## src/rtl/bk_sequencer.sv

```systemverilog
// Backup-RAM sector sequencer: streams every sector of one save slot between the
// SD image (hps_io block interface) and system backup RAM, with ack timeout and autosave.
module bk_sequencer #(
  parameter int unsigned SLOT_BITS  = 2,
  parameter int unsigned SECT_BITS  = 6,
  parameter int unsigned TMO_BITS   = 20,
  parameter int unsigned AUTOSAVE   = 0,
  parameter int unsigned QUIET_BITS = 24
) (
  input  logic                 clk_sys,
  input  logic                 RESET_n,
  input  logic                 downloading,
  input  logic                 img_mounted,
  input  logic                 img_readonly,
  input  logic                 img_size_nz,
  input  logic                 load_req,
  input  logic                 save_req,
  input  logic [SLOT_BITS-1:0] slot,
  input  logic                 dirty,
  input  logic                 sd_ack,
  output logic [31:0]          sd_lba,
  output logic                 sd_rd,
  output logic                 sd_wr,
  output logic                 bk_ena,
  output logic                 bk_loading,
  output logic                 bk_busy,
  output logic                 bk_done,
  output logic                 bk_err
);

  typedef enum logic [1:0] {StIdle, StReq, StXfer, StDone} state_e;

  state_e                state_q, state_d;
  logic                  dir_q, dir_d;
  logic [31:0]           lba_q, lba_d;
  logic                  rd_q, rd_d, wr_q, wr_d;
  logic                  loading_q, loading_d, busy_q, busy_d;
  logic                  done_q, done_d, err_q, err_d;
  logic [TMO_BITS-1:0]   tmo_q, tmo_d;
  logic                  dirty_q, dirty_d;
  logic [QUIET_BITS-1:0] quiet_q, quiet_d;
  logic                  ena_q, ena_d;
  logic                  dl_q, dl_d, ld_q, ld_d, sv_q, sv_d, ack_q, ack_d;

  logic load_edge, save_edge, ack_rise, ack_fall, fire;

  assign load_edge = load_req & ena_q & ~ld_q;
  assign save_edge = save_req & ena_q & ~sv_q;
  assign ack_rise  = sd_ack & ~ack_q;
  assign ack_fall  = ~sd_ack & ack_q;

  always_comb begin
    state_d   = state_q;
    dir_d     = dir_q;
    lba_d     = lba_q;
    rd_d      = rd_q;
    wr_d      = wr_q;
    loading_d = loading_q;
    busy_d    = busy_q;
    done_d    = 1'b0;
    err_d     = 1'b0;
    tmo_d     = tmo_q;
    dirty_d   = dirty_q;
    quiet_d   = quiet_q;
    fire      = 1'b0;
    dl_d      = downloading;
    ld_d      = load_req & ena_q;
    sv_d      = save_req & ena_q;
    ack_d     = sd_ack;

    // Mount during download wins over the download-start clear.
    if (downloading && img_mounted && img_size_nz && !img_readonly) begin
      ena_d = 1'b1;
    end else if (downloading && !dl_q) begin
      ena_d = 1'b0;
    end else begin
      ena_d = ena_q;
    end

    if (AUTOSAVE != 0) begin
      if (dirty) begin
        dirty_d = 1'b1;
        quiet_d = '0;
      end else if (state_q == StIdle && dirty_q && ena_q && !downloading) begin
        if (quiet_q == '1) begin
          fire    = 1'b1;
          quiet_d = '0;
        end else begin
          quiet_d = quiet_q + 1'b1;
        end
      end
    end else begin
      dirty_d = 1'b0;
      quiet_d = '0;
    end

    unique case (state_q)
      StIdle: begin
        if (load_edge || save_edge || fire) begin
          dir_d     = load_edge;
          lba_d     = 32'(slot) << SECT_BITS;
          rd_d      = load_edge;
          wr_d      = ~load_edge;
          loading_d = load_edge;
          busy_d    = 1'b1;
          tmo_d     = '0;
          state_d   = StReq;
        end
      end
      StReq: begin
        if (ack_rise) begin
          rd_d    = 1'b0;
          wr_d    = 1'b0;
          state_d = StXfer;
        end else if (tmo_q == '1) begin
          rd_d      = 1'b0;
          wr_d      = 1'b0;
          loading_d = 1'b0;
          busy_d    = 1'b0;
          err_d     = 1'b1;
          state_d   = StIdle;
        end else begin
          tmo_d = tmo_q + 1'b1;
        end
      end
      StXfer: begin
        if (ack_fall) begin
          if (lba_q[SECT_BITS-1:0] == '1) begin
            state_d = StDone;
          end else begin
            // Sector field wraps on its own; the slot field is never touched.
            lba_d   = {lba_q[31:SECT_BITS], lba_q[SECT_BITS-1:0] + SECT_BITS'(1)};
            rd_d    = dir_q;
            wr_d    = ~dir_q;
            tmo_d   = '0;
            state_d = StReq;
          end
        end
      end
      StDone: begin
        done_d    = 1'b1;
        loading_d = 1'b0;
        busy_d    = 1'b0;
        dirty_d   = (AUTOSAVE != 0) && dirty;
        state_d   = StIdle;
      end
      default: state_d = StIdle;
    endcase
  end

  always_ff @(posedge clk_sys or negedge RESET_n) begin
    if (!RESET_n) begin
      state_q   <= StIdle;
      dir_q     <= 1'b0;
      lba_q     <= '0;
      rd_q      <= 1'b0;
      wr_q      <= 1'b0;
      loading_q <= 1'b0;
      busy_q    <= 1'b0;
      done_q    <= 1'b0;
      err_q     <= 1'b0;
      tmo_q     <= '0;
      dirty_q   <= 1'b0;
      quiet_q   <= '0;
      ena_q     <= 1'b0;
      dl_q      <= 1'b0;
      ld_q      <= 1'b0;
      sv_q      <= 1'b0;
      ack_q     <= 1'b0;
    end else begin
      state_q   <= state_d;
      dir_q     <= dir_d;
      lba_q     <= lba_d;
      rd_q      <= rd_d;
      wr_q      <= wr_d;
      loading_q <= loading_d;
      busy_q    <= busy_d;
      done_q    <= done_d;
      err_q     <= err_d;
      tmo_q     <= tmo_d;
      dirty_q   <= dirty_d;
      quiet_q   <= quiet_d;
      ena_q     <= ena_d;
      dl_q      <= dl_d;
      ld_q      <= ld_d;
      sv_q      <= sv_d;
      ack_q     <= ack_d;
    end
  end

  assign sd_lba     = lba_q;
  assign sd_rd      = rd_q;
  assign sd_wr      = wr_q;
  assign bk_ena     = ena_q;
  assign bk_loading = loading_q;
  assign bk_busy    = busy_q;
  assign bk_done    = done_q;
  assign bk_err     = err_q;

endmodule

```

## config.mk

```make
export PLATFORM = sky130hd
export DESIGN_NAME = bk_sequencer
export DESIGN_NICKNAME = d
export VERILOG_FILES = /design/src/rtl/bk_sequencer.sv
export SDC_FILE = /design/constraint.sdc
export NUM_CORES = 1
export LEC_CHECK = 0
export CAP_MARGIN = 20
export CORE_UTILIZATION = 51
export CTS_CLUSTER_SIZE = 10
export DETAILED_ROUTE_END_ITERATION = 16
export MAX_ROUTING_LAYER = met4
export PLACE_DENSITY = 0.8
export SYNTH_ARGS = -nofsm -noshare
export SYNTH_HDL_FRONTEND = slang
export SYNTH_SLANG_ARGS = --single-unit
```

## constraint.sdc

```tcl
create_clock -name clk_sys -period 2.9 [get_ports clk_sys]
set_input_delay 0.58 -clock clk_sys [delete_from_list [all_inputs] [get_ports clk_sys]]
set_output_delay 0.58 -clock clk_sys [all_outputs]
set_load 0.02 [all_outputs]
```

After elaboration in Yosys (flattened, before gate mapping)
Cells that the tools add are included.
{"block": "totals", "ff_bits": 66, "wordCells": 98}
{"block": "op_classes", "n_addsub": 2, "eq_ne": 12, "n_mux": 36, "bitwise_logic": 13, "reduce_logical": 19}
{"operator": "two-way mux 20 bit", "count": 5}
{"operator": "case mux 32 bit (2 select lines)", "count": 1}
{"operator": "case mux 20 bit (3 select lines)", "count": 1}
{"operator": "two-way mux 32 bit", "count": 1}
{"operator": "adder 20 x 1 -> 20 bit, second input constant", "count": 1}
{"operator": "== test 20 bit, second input constant", "count": 1}
{"operator": "two-way mux 1 bit", "count": 16}
{"operator": "two-way mux 6 bit", "count": 2}
{"operator": "inequality test 2 bit, second input constant", "count": 6}
{"operator": "case mux 1 bit (3 select lines)", "count": 4}
{"operator": "two-way mux 2 bit", "count": 5}
{"operator": "case mux 2 bit (4 select lines)", "count": 1}
{"operator": "AND reduction 4 bit", "count": 2}
{"operator": "inverter 1 bit", "count": 7}
{"operator": "adder 6 x 1 -> 6 bit, second input constant", "count": 1}
{"operator": "bitwise AND 1 bit", "count": 6}
{"operator": "== test 6 bit, second input constant", "count": 1}
{"operator": "AND reduction 3 bit", "count": 2}
{"operator": "AND reduction 6 bit", "count": 1}
{"operator": "nonzero test 3 bit", "count": 2}
{"operator": "AND reduction 5 bit", "count": 1}
{"operator": "== test 2 bit, second input constant", "count": 2}
{"operator": "logical AND 1 bit", "count": 4}
{"operator": "nonzero test 2 bit", "count": 2}
{"operator": "other kinds (6)", "count": 7}

Logic depth before layout (Yosys ltp)
Gate-level depths: netlist (run 1).
{"block": "depth", "word_depth": 5, "ltp_mapped": 9}

Worst setup path after synthesis (run 1)
Ideal clock, no wire load.
{"block": "synth_path", "kind": "register -> register", "from": "register tmo_q[0]", "to": "register rd_q (netlist: sd_rd)", "setup_time_ns": 0.128, "arrival_ns": 1.985, "required_time_ns": 2.772, "path_slack_ns": 0.788, "stages_incl_launch_ff": 8, "synth_period_minus_slack_ns": 2.112, "path_cell_list": "dfrtp_1 ha_1 nand3_2 nor4_4 and2_4 nor2_2 nor4_4 mux2_1"}
{"block": "synth_via", "elab_chain_cells": 3}
{"element": "start: declaration", "line": "39", "rtl": "logic [TMO_BITS-1:0] tmo_q, tmo_d;"}
{"element": "start signal: assignment", "line": "180", "rtl": "tmo_q <= tmo_d;"}
{"element": "== test 20 bit", "line": "115", "rtl": "end else if (tmo_q == '1) begin"}
{"element": "inequality test 3 bit (no line)"}
{"element": "AND reduction 5 bit (no line)"}
{"element": "end signal: assignment", "line": "174", "rtl": "rd_q <= rd_d;"}
{"element": "end: declaration", "line": "36", "rtl": "logic rd_q, rd_d, wr_q, wr_d;"}
Every way passes these cells.
A chain may end at the register's enable or synchronous reset.

Worst setup path after layout (run 1)
{"block": "layout_path", "from": "register state_q[0]", "to": "register tmo_q[19]"}
{"block": "layout_via", "elab_chain_cells": 3, "elab_cells_between_ends": 11, "classes_between": "eq/ne: 7; mux: 1; reduce/logical: 3"}
{"element": "start: declaration", "line": "33", "rtl": "state_e state_q, state_d;"}
{"element": "start signal: assignment", "line": "153", "rtl": "state_q <= StIdle;"}
{"element": "start signal: assignment", "line": "171", "rtl": "state_q <= state_d;"}
{"element": "== test 2 x 1 -> 1 bit (tied with other cells)", "line": "97", "rtl": "unique case (state_q)"}
{"element": "inequality test 2 bit (no line) or nonzero test 3 bit (tied branches)"}
{"element": "AND reduction 6 bit (no line)"}
Several ways; a longest one is shown, not always the timed one.

==> results of run 1 <==
routing by layer:
layer | track usage (%) | part of all wire [%]
met2 | 33.5 | 47
met1 | 28.3 | 47
met5 | - | 0
met4 | 7.56 | 1.6
met3 | 4.56 | 4.1
cell usage in the layout (no fill, tap or decap), types with 2 or more instances in the layout:
cell type and instances:
sky130_fd_sc_hd__mux2_1 2, sky130_fd_sc_hd__nor4_1 2, sky130_fd_sc_hd__o22ai_1 2, sky130_fd_sc_hd__clkdlybuf4s50_1 24
sky130_fd_sc_hd__ha_1 7, sky130_fd_sc_hd__clkbuf_8 8, sky130_fd_sc_hd__or3_1 2, sky130_fd_sc_hd__o311ai_0 2
sky130_fd_sc_hd__inv_1 11, sky130_fd_sc_hd__nor2_1 12, sky130_fd_sc_hd__o31ai_1 9, sky130_fd_sc_hd__mux2i_1 2
sky130_fd_sc_hd__and2_1 2, sky130_fd_sc_hd__a21o_1 2, sky130_fd_sc_hd__nor4_4 2, sky130_fd_sc_hd__buf_4 5
sky130_fd_sc_hd__o41ai_1 2, sky130_fd_sc_hd__a32o_1 2, sky130_fd_sc_hd__dfrtp_1 42, sky130_fd_sc_hd__a31oi_1 7
sky130_fd_sc_hd__conb_1 24, sky130_fd_sc_hd__nand2b_1 5, sky130_fd_sc_hd__nand3_1 16, sky130_fd_sc_hd__o21ai_1 3
sky130_fd_sc_hd__and3_1 4, sky130_fd_sc_hd__o21a_1 2, sky130_fd_sc_hd__a22o_1 7, sky130_fd_sc_hd__a21oi_1 7
sky130_fd_sc_hd__nand4_1 6, sky130_fd_sc_hd__nor3_1 7, sky130_fd_sc_hd__o21ai_0 24, sky130_fd_sc_hd__nand2_1 20
final timing paths:
check / from / slack (ps) / end / cells past startpoint
hold / removal: RESET_n / 400 / dl_q / 1
max in group asynchronous: RESET_n / 1900 / bk_err / 1
setup / recovery: state_q[0] / 490 / tmo_q[19] / 8
min in group clk_sys: sd_lba[7] / 490 / sd_lba[7] / 2
setup reg to reg: state_q[0] / 490 / tmo_q[19] / 8
hold reg to reg: sd_lba[7] / 490 / sd_lba[7] / 2
power groups by stage:
stage                     clock network [mW]  logic, mW  registers, mW
after global routing                   0.474      0.998          0.738
after detailed placement                   0      0.904          0.740
after floorplan                            0      0.576          0.791
after CTS                              0.453      0.913          0.729
after global placement                     0      0.886          0.734
final                                  0.452      0.913          0.728
stage by stage:
| step | std cells | util (%) | setup slack (ps) |
|---|---|---|---|
| CTS | 343 | 61.9 | 488 |
| global placement | 335 | 59.4 | 265 |
| global route | 343 | 61.9 | 324 |
| floorplan | 285 | - | 788 |
| detailed placement | 335 | 59.4 | 222 |
| finish | 343 | 61.9 | 492 |
final cells by class:
| type | instances | share of cell area (%) |
|---|---|---|
| tap | 52 | 2.35 |
| timing repair buffer | 30 | 10.2 |
| clock buffer | 8 | 3.98 |
| sequential | 42 | 38.0 |
| inverter | 12 | 1.63 |
| multi-input combinational | 199 | 43.9 |
critical path: cells and delay by family (launching register included):
family          cells  cell delay, ps
simple gates        5            1000
fa+ha+maj           1             470
flops               1             430
compound gates      1             280
buf+inv             1             130
kinds of logic (layout without fill, tap and decap cells):
family                   count (synthesis)  in the layout  share of synthesized area, %
multiplexers                             4              4                          1.74
other                                    1             24                         0.154
flip-flops                              42             42                          43.1
adder cells (fa/ha/maj)                  7              7                          3.59
AO/OA/AOI/OAI                           76             76                          20.6
buffers and inverters                   44             50                          10.7
AND/OR/NAND/NOR                         88             88                          20.2
==> run_summary.xml, run 1 <==
<?xml version="1.0" encoding="UTF-8"?>
<metrics>
  <group name="logic_synthesis">
    <metric name="netlist.area_leader.share" unit="%">43.1</metric>
    <metric name="ys_async_sr_fraction" unit="%">100</metric>
    <metric name="post_synth_inst_count" unit="">262</metric>
    <metric name="yosys_most_used_dff" unit="">sky130_fd_sc_hd__dfrtp_1</metric>
    <metric name="synthDominantAreaCellType" unit="">sky130_fd_sc_hd__dfrtp_1</metric>
    <metric name="post-synth-top-count-cell" unit="">sky130_fd_sc_hd__dfrtp_1</metric>
    <metric name="synth_sequential_area_ratio" unit="%">43.1</metric>
    <metric name="synth_top_cells_by_count" unit="">42 x sky130_fd_sc_hd__dfrtp_1, 25 x sky130_fd_sc_hd__buf_4, 24 x sky130_fd_sc_hd__o21ai_0, 20 x sky130_fd_sc_hd__nand2_1, 16 x sky130_fd_sc_hd__nand3_1</metric>
    <metric name="synth_area" unit="um2">2440</metric>
    <metric name="synth_enable_flop_cells" unit="">0</metric>
    <metric name="yosys-top-cells-area" unit="">sky130_fd_sc_hd__dfrtp_1 43%, sky130_fd_sc_hd__buf_4 7.7%, sky130_fd_sc_hd__o21ai_0 4.9%, sky130_fd_sc_hd__ha_1 3.6%, sky130_fd_sc_hd__nand3_1 3.3%</metric>
    <metric name="count_of_distinct_cell_types_in_the_synthesized_netlist" unit="">50</metric>
    <metric name="syn_area_per_cell" unit="um2">9.31</metric>
    <metric name="synthesis.yosys.warnings" unit="">0</metric>
    <metric name="synth_seq_cells" unit="">42</metric>
  </group>
  <group name="setup_path">
    <metric name="timing.setup.critical_path_class" unit="">flip-flop to flip-flop</metric>
    <metric name="max_stage_delay" unit="ps">470</metric>
    <metric name="path_cells" unit="">inv_1 &gt; ha_1 &gt; nand3_1 &gt; nor2_1 &gt; nor2_1 &gt; nand3_1 &gt; nor3_1 &gt; a211o_1</metric>
    <metric name="cp-end-kind" unit="">flip-flop</metric>
    <metric name="critical-path-slowest-cell" unit="">sky130_fd_sc_hd__ha_1</metric>
    <metric name="category_of_the_worst_setup_path_launch_point" unit="">flip-flop</metric>
    <metric name="cp_data_arrival_time" unit="ps">2610</metric>
    <metric name="worstPathMaxFanout" unit="">14</metric>
    <metric name="critPathRequiredTime" unit="ps">3100</metric>
  </group>
  <group name="floorplanning">
    <metric name="initial_core_util" unit="%">54.5</metric>
    <metric name="die_area" unit="um2">5060</metric>
    <metric name="die_width" unit="um">71.2</metric>
    <metric name="placement_rows" unit="">24</metric>
    <metric name="coreArea" unit="um2">4470</metric>
    <metric name="die-height" unit="um">71.2</metric>
    <metric name="io_pins" unit="">51</metric>
  </group>
  <group name="clocking">
    <metric name="postCtsHoldBufs" unit="">0</metric>
    <metric name="cts_tree" unit="">built</metric>
    <metric name="worst_skew_pair.late_latency" unit="ps">310</metric>
    <metric name="cts_resized" unit="">0</metric>
    <metric name="cts.repair_timing.setup_buffer_count" unit="">0</metric>
    <metric name="clock_h_tree_levels" unit="">2</metric>
    <metric name="cts.root.buffer_cell" unit="">sky130_fd_sc_hd__clkbuf_8</metric>
    <metric name="number_of_buffers_added_by_the_clock_tree_synthesis_step" unit="">5</metric>
    <metric name="clkSinkCount" unit="">42</metric>
    <metric name="clkTransAtPathRegs" unit="ps">80</metric>
    <metric name="cts_buffer_depth" unit="">2</metric>
  </group>
  <group name="placed_design">
    <metric name="number_of_buffer_cells_added_on_primary_ports" unit="">25</metric>
    <metric name="placed_cell_area" unit="um2">2660</metric>
    <metric name="gp_congestion" unit="">0.890</metric>
    <metric name="dp.final_hpwl" unit="um">3570</metric>
  </group>
  <group name="sta">
    <metric name="timing.hold.ws" unit="ps">405</metric>
    <metric name="summed_negative_setup_slack_over_all_endpoints" unit="ps">0</metric>
    <metric name="fin_crit_sh" unit="%">83.0</metric>
    <metric name="worst_clock_skew" unit="ps">7.30</metric>
    <metric name="finalCriticalPeriod" unit="ps">2410</metric>
    <metric name="slew_headroom" unit="%">37.8</metric>
    <metric name="finalSetupViolations" unit="">0</metric>
    <metric name="worst_slew_pin_slew" unit="ps">932</metric>
    <metric name="timing_max_transition_violations_final" unit="">0</metric>
    <metric name="grt_setup_unrepaired" unit="">no</metric>
    <metric name="finalHoldViolCount" unit="">0</metric>
    <metric name="achievable-frequency" unit="MHz">415</metric>
  </group>
  <group name="grt">
    <metric name="first_pass_grt_wire_length" unit="um">8300</metric>
    <metric name="grt-ovfl-total" unit="">0</metric>
    <metric name="grt_antenna_before_repair" unit="">0</metric>
    <metric name="first_global_vias" unit="">1824</metric>
    <metric name="grt_usage" unit="%">21.7</metric>
    <metric name="grt_start_max_net_pins" unit="">43</metric>
  </group>
  <group name="cells_and_area">
    <metric name="antenna-diode-count" unit="">0</metric>
    <metric name="total_area_of_multi_input_combinational_cells" unit="um2">1210</metric>
    <metric name="areaGrowthSynthToFinish" unit="%">13.5</metric>
    <metric name="final_nets" unit="">309</metric>
    <metric name="top_register" unit="">tmo_q</metric>
    <metric name="drive_above_1_share" unit="%">8.93</metric>
    <metric name="nFillCells" unit="">391</metric>
    <metric name="layout.cell_area.non_filler" unit="um2">2770</metric>
    <metric name="flip_flop_count_of_the_largest_register_all_copies_and_words_added" unit="">20</metric>
    <metric name="ff_latch_area" unit="um2">1050</metric>
  </group>
  <group name="power">
    <metric name="pwr_density_cell" unit="nW/um2">756</metric>
    <metric name="vdd.ir_drop.worst" unit="mV">0.509</metric>
    <metric name="finalPower" unit="mW">2.09</metric>
    <metric name="leakagePower" unit="nW">1.23</metric>
    <metric name="clock_power_share" unit="%">21.6</metric>
    <metric name="share_of_total_power_consumed_by_net_switching" unit="%">39.8</metric>
    <metric name="pwr-share-comb" unit="%">43.6</metric>
    <metric name="net-switching-power" unit="mW">0.833</metric>
    <metric name="internal-power" unit="mW">1.26</metric>
    <metric name="sequential_power_share" unit="%">34.8</metric>
  </group>
  <group name="detailed_routing">
    <metric name="drcViolationCount" unit="">0</metric>
    <metric name="via_per_inst" unit="">5.83</metric>
    <metric name="routed_wirelength" unit="um">5030</metric>
    <metric name="dr_total_vias" unit="">2001</metric>
    <metric name="detail-route-antenna-nets" unit="">0</metric>
    <metric name="wl_per_cell" unit="um">14.7</metric>
    <metric name="initialDrtViolationCount" unit="">170</metric>
    <metric name="detailed_routing_iteration_count_for_the_pre_antenna_repair_pass" unit="">11</metric>
  </group>
  <group name="outcome">
    <metric name="status" unit="">complete, no violations</metric>
  </group>
  <group name="hold_path">
    <metric name="hp-class" unit="">input port to asynchronous set/reset pin</metric>
  </group>
  <group name="flow_run">
    <metric name="max-cap-violations" unit="">0</metric>
  </group>
</metrics>
(Power assumes the default switching activity.)
==> run 2, diff against run 1 <==
- CORE_UTILIZATION: 51 -> 46
- PLACE_DENSITY: 0.8 -> 0.76
- clock period: 2.9 -> 2.1 ns (I/O delays scaled with it)
==> run 2 against run 1 <==
Effect of this change: non-clock buffer count rose by 25; critical path depth down 2; global-route usage is 0.22 points lower; via count up 1.8%; sequential share of layout area is 2.8 points lower; hold slack lost 220 ps.
==> run_summary.xml, run 2 (synthesis gave the netlist of run 1 again) <==
<?xml version="1.0" encoding="UTF-8"?>
<metrics>
  <group name="outcome">
    <metric name="status" unit="">complete, no violations</metric>
  </group>
  <group name="power">
    <metric name="clock_power_share" unit="%">17.5</metric>
    <metric name="leakagePower" unit="nW">1.34</metric>
    <metric name="net-switching-power" unit="mW">1.19</metric>
    <metric name="sequential_power_share" unit="%">32.8</metric>
    <metric name="internal-power" unit="mW">1.87</metric>
    <metric name="share_of_total_power_consumed_by_net_switching" unit="%">38.8</metric>
    <metric name="pwr-share-comb" unit="%">49.7</metric>
    <metric name="vdd.ir_drop.worst" unit="mV">0.630</metric>
    <metric name="pwr_density_cell" unit="nW/um2">1020</metric>
  </group>
  <group name="setup_path">
    <metric name="cp-end-kind" unit="">flip-flop</metric>
    <metric name="cp_data_arrival_time" unit="ps">2190</metric>
    <metric name="max_stage_delay" unit="ps">410</metric>
    <metric name="path_cells" unit="">inv_1 &gt; ha_2 &gt; a22o_1 &gt; or2_2 &gt; nor4_4 &gt; mux2_1</metric>
    <metric name="timing.setup.critical_path_class" unit="">flip-flop to flip-flop</metric>
    <metric name="critical-path-slowest-cell" unit="">sky130_fd_sc_hd__dfrtp_1</metric>
    <metric name="r2r.worst_path.cells" unit="">6</metric>
    <metric name="r2r_start" unit="">state_q[1]</metric>
    <metric name="category_of_the_worst_setup_path_launch_point" unit="">flip-flop</metric>
    <metric name="worstPathMaxFanout" unit="">4</metric>
    <metric name="critical_path.startpoint" unit="">state_q[1]</metric>
    <metric name="critPathRequiredTime" unit="ps">2280</metric>
  </group>
  <group name="detailed_routing">
    <metric name="detailed_routing_iteration_count_for_the_pre_antenna_repair_pass" unit="">4</metric>
    <metric name="drcViolationCount" unit="">0</metric>
    <metric name="detail-route-antenna-nets" unit="">0</metric>
    <metric name="dr_total_vias" unit="">2037</metric>
    <metric name="wl_per_cell" unit="um">13.1</metric>
    <metric name="routed_wirelength" unit="um">5050</metric>
    <metric name="initialDrtViolationCount" unit="">132</metric>
    <metric name="via_per_inst" unit="">5.28</metric>
  </group>
  <group name="clocking">
    <metric name="worst_skew_pair.late_latency" unit="ps">300</metric>
    <metric name="clkTransAtPathRegs" unit="ps">80</metric>
    <metric name="cts_tree" unit="">built</metric>
    <metric name="clock_h_tree_levels" unit="">2</metric>
    <metric name="number_of_buffers_added_by_the_clock_tree_synthesis_step" unit="">5</metric>
    <metric name="clkSinkCount" unit="">42</metric>
    <metric name="cts.root.buffer_cell" unit="">sky130_fd_sc_hd__clkbuf_8</metric>
    <metric name="cts_buffer_depth" unit="">2</metric>
    <metric name="postCtsHoldBufs" unit="">0</metric>
  </group>
  <group name="cells_and_area">
    <metric name="layout.cell_area.non_filler" unit="um2">2990</metric>
    <metric name="antenna-diode-count" unit="">0</metric>
    <metric name="mostFrequentLayoutCell" unit="">sky130_fd_sc_hd__dfrtp_1</metric>
    <metric name="top_register" unit="">tmo_q</metric>
    <metric name="top_library_cells_by_usage_in_the_layout_fill_and_taps_aside" unit="">42 x sky130_fd_sc_hd__dfrtp_1, 30 x sky130_fd_sc_hd__buf_4, 24 x sky130_fd_sc_hd__conb_1, 24 x sky130_fd_sc_hd__clkdlybuf4s50_1, 22 x sky130_fd_sc_hd__o21ai_0</metric>
    <metric name="areaGrowthSynthToFinish" unit="%">22.5</metric>
    <metric name="final-instance-count-excl-fill" unit="">386</metric>
    <metric name="flip_flop_count_of_the_largest_register_all_copies_and_words_added" unit="">20</metric>
    <metric name="drive_above_1_share" unit="%">17.7</metric>
    <metric name="final_nets" unit="">334</metric>
  </group>
  <group name="hold_path">
    <metric name="hp-class" unit="">input port to asynchronous set/reset pin</metric>
  </group>
  <group name="grt">
    <metric name="grt_antenna_before_repair" unit="">0</metric>
    <metric name="grt-ovfl-total" unit="">0</metric>
    <metric name="first_pass_grt_wire_length" unit="um">8790</metric>
    <metric name="first_global_vias" unit="">1875</metric>
    <metric name="grt_start_max_net_pins" unit="">35</metric>
    <metric name="grt_usage" unit="%">21.4</metric>
  </group>
  <group name="floorplanning">
    <metric name="coreArea" unit="um2">5110</metric>
    <metric name="initial_core_util" unit="%">47.8</metric>
    <metric name="die_area" unit="um2">5600</metric>
    <metric name="die-height" unit="um">74.8</metric>
    <metric name="io_pins" unit="">51</metric>
    <metric name="placement_rows" unit="">26</metric>
    <metric name="die_width" unit="um">74.8</metric>
  </group>
  <group name="sta">
    <metric name="finalHoldViolCount" unit="">0</metric>
    <metric name="achievable-frequency" unit="MHz">498</metric>
    <metric name="slew_headroom" unit="%">49.9</metric>
    <metric name="summed_negative_setup_slack_over_all_endpoints" unit="ps">0</metric>
    <metric name="fin_crit_sh" unit="%">95.6</metric>
    <metric name="grt_setup_unrepaired" unit="">no</metric>
    <metric name="finalCriticalPeriod" unit="ps">2010</metric>
    <metric name="timing_max_transition_violations_final" unit="">0</metric>
    <metric name="finalSetupViolations" unit="">0</metric>
    <metric name="worst_clock_skew" unit="ps">9.35</metric>
    <metric name="worst_slew_pin_slew" unit="ps">751</metric>
  </group>
  <group name="placed_design">
    <metric name="number_of_buffer_cells_added_on_primary_ports" unit="">25</metric>
    <metric name="gp_congestion" unit="">0.875</metric>
    <metric name="dp.final_hpwl" unit="um">3740</metric>
    <metric name="place_inst" unit="">378</metric>
    <metric name="placed_cell_area" unit="um2">2870</metric>
  </group>
  <group name="flow_run">
    <metric name="max-cap-violations" unit="">0</metric>
  </group>
</metrics>
-- run 2: power by group through the flow --
| stage | clock network [mW] | registers [mW] | logic, mW |
|---|---|---|---|
| floorplan | 0 | 1.09 | 0.796 |
| global placement | 0 | 1.01 | 1.44 |
| detailed placement | 0 | 1.01 | 1.47 |
| CTS | 0.546 | 1.00 | 1.49 |
| global route | 0.591 | 1.02 | 1.67 |
| finish | 0.533 | 1.00 | 1.52 |
-- run 2: layout make-up --
| type | count | area (um2) |
|---|---|---|
| Fill cell | 451 | 2120 |
| Multi-Input combinational cell | 199 | 1240 |
| Sequential cell | 42 | 1050 |
| Timing Repair Buffer | 55 | 470 |
| Tap cell | 70 | 87.6 |
| Clock buffer | 7 | 86.3 |
| Inverter | 12 | 45.0 |
| Clock inverter | 1 | 5.00 |
-- run 2: path summary, 6_finish.rpt --
kind	endpoint	slack [ps]
setup / recovery	sd_wr	90
hold / removal	tmo_q[10]	180
setup reg to reg	sd_wr	90
hold reg to reg	sd_lba[7]	490
max in group asynchronous	sd_lba[3]	1310
min in group clk_sys	sd_lba[7]	490
-- run 2: per-layer routing --
layer  share of wire (%)  GRT usage [%]
met5                   0              -
met4                 1.7           7.34
met3                 3.9           4.15
met2                  46           32.2
met1                  49           29.0
-- run 2: worst max-delay path: cells and delay by family, from the launching register on --
| family | cells | cell delay [ps] |
|---|---|---|
| compound gates | 1 | 240 |
| mux | 1 | 350 |
| buf+inv | 1 | 100 |
| flops | 1 | 410 |
| fa+ha+maj | 1 | 210 |
| simple gates | 2 | 590 |
-- run 2: per-stage QoR --
stage | worst slack [ps] | hold slack (ps) | power (mW) | util (%)
2_1_floorplan | 19.4 | 124 | 1.89 | -
3_3_place_gp | -245 | 469 | 2.45 | 56.2
3_5_place_dp | -320 | 472 | 2.48 | 56.2
4_1_cts | 30.5 | 212 | 3.03 | 58.1
5_1_grt | 9.46 | 248 | 3.28 | 58.5
6_report | 92.4 | 183 | 3.05 | 58.5
-- run 2: repair_timing --
action,4_1_cts,5_1_grt
gates resized for setup,2,7
setup endpoints to repair,3,16
buffers inserted,0,0
cloned,0,0
pin swaps,0,1
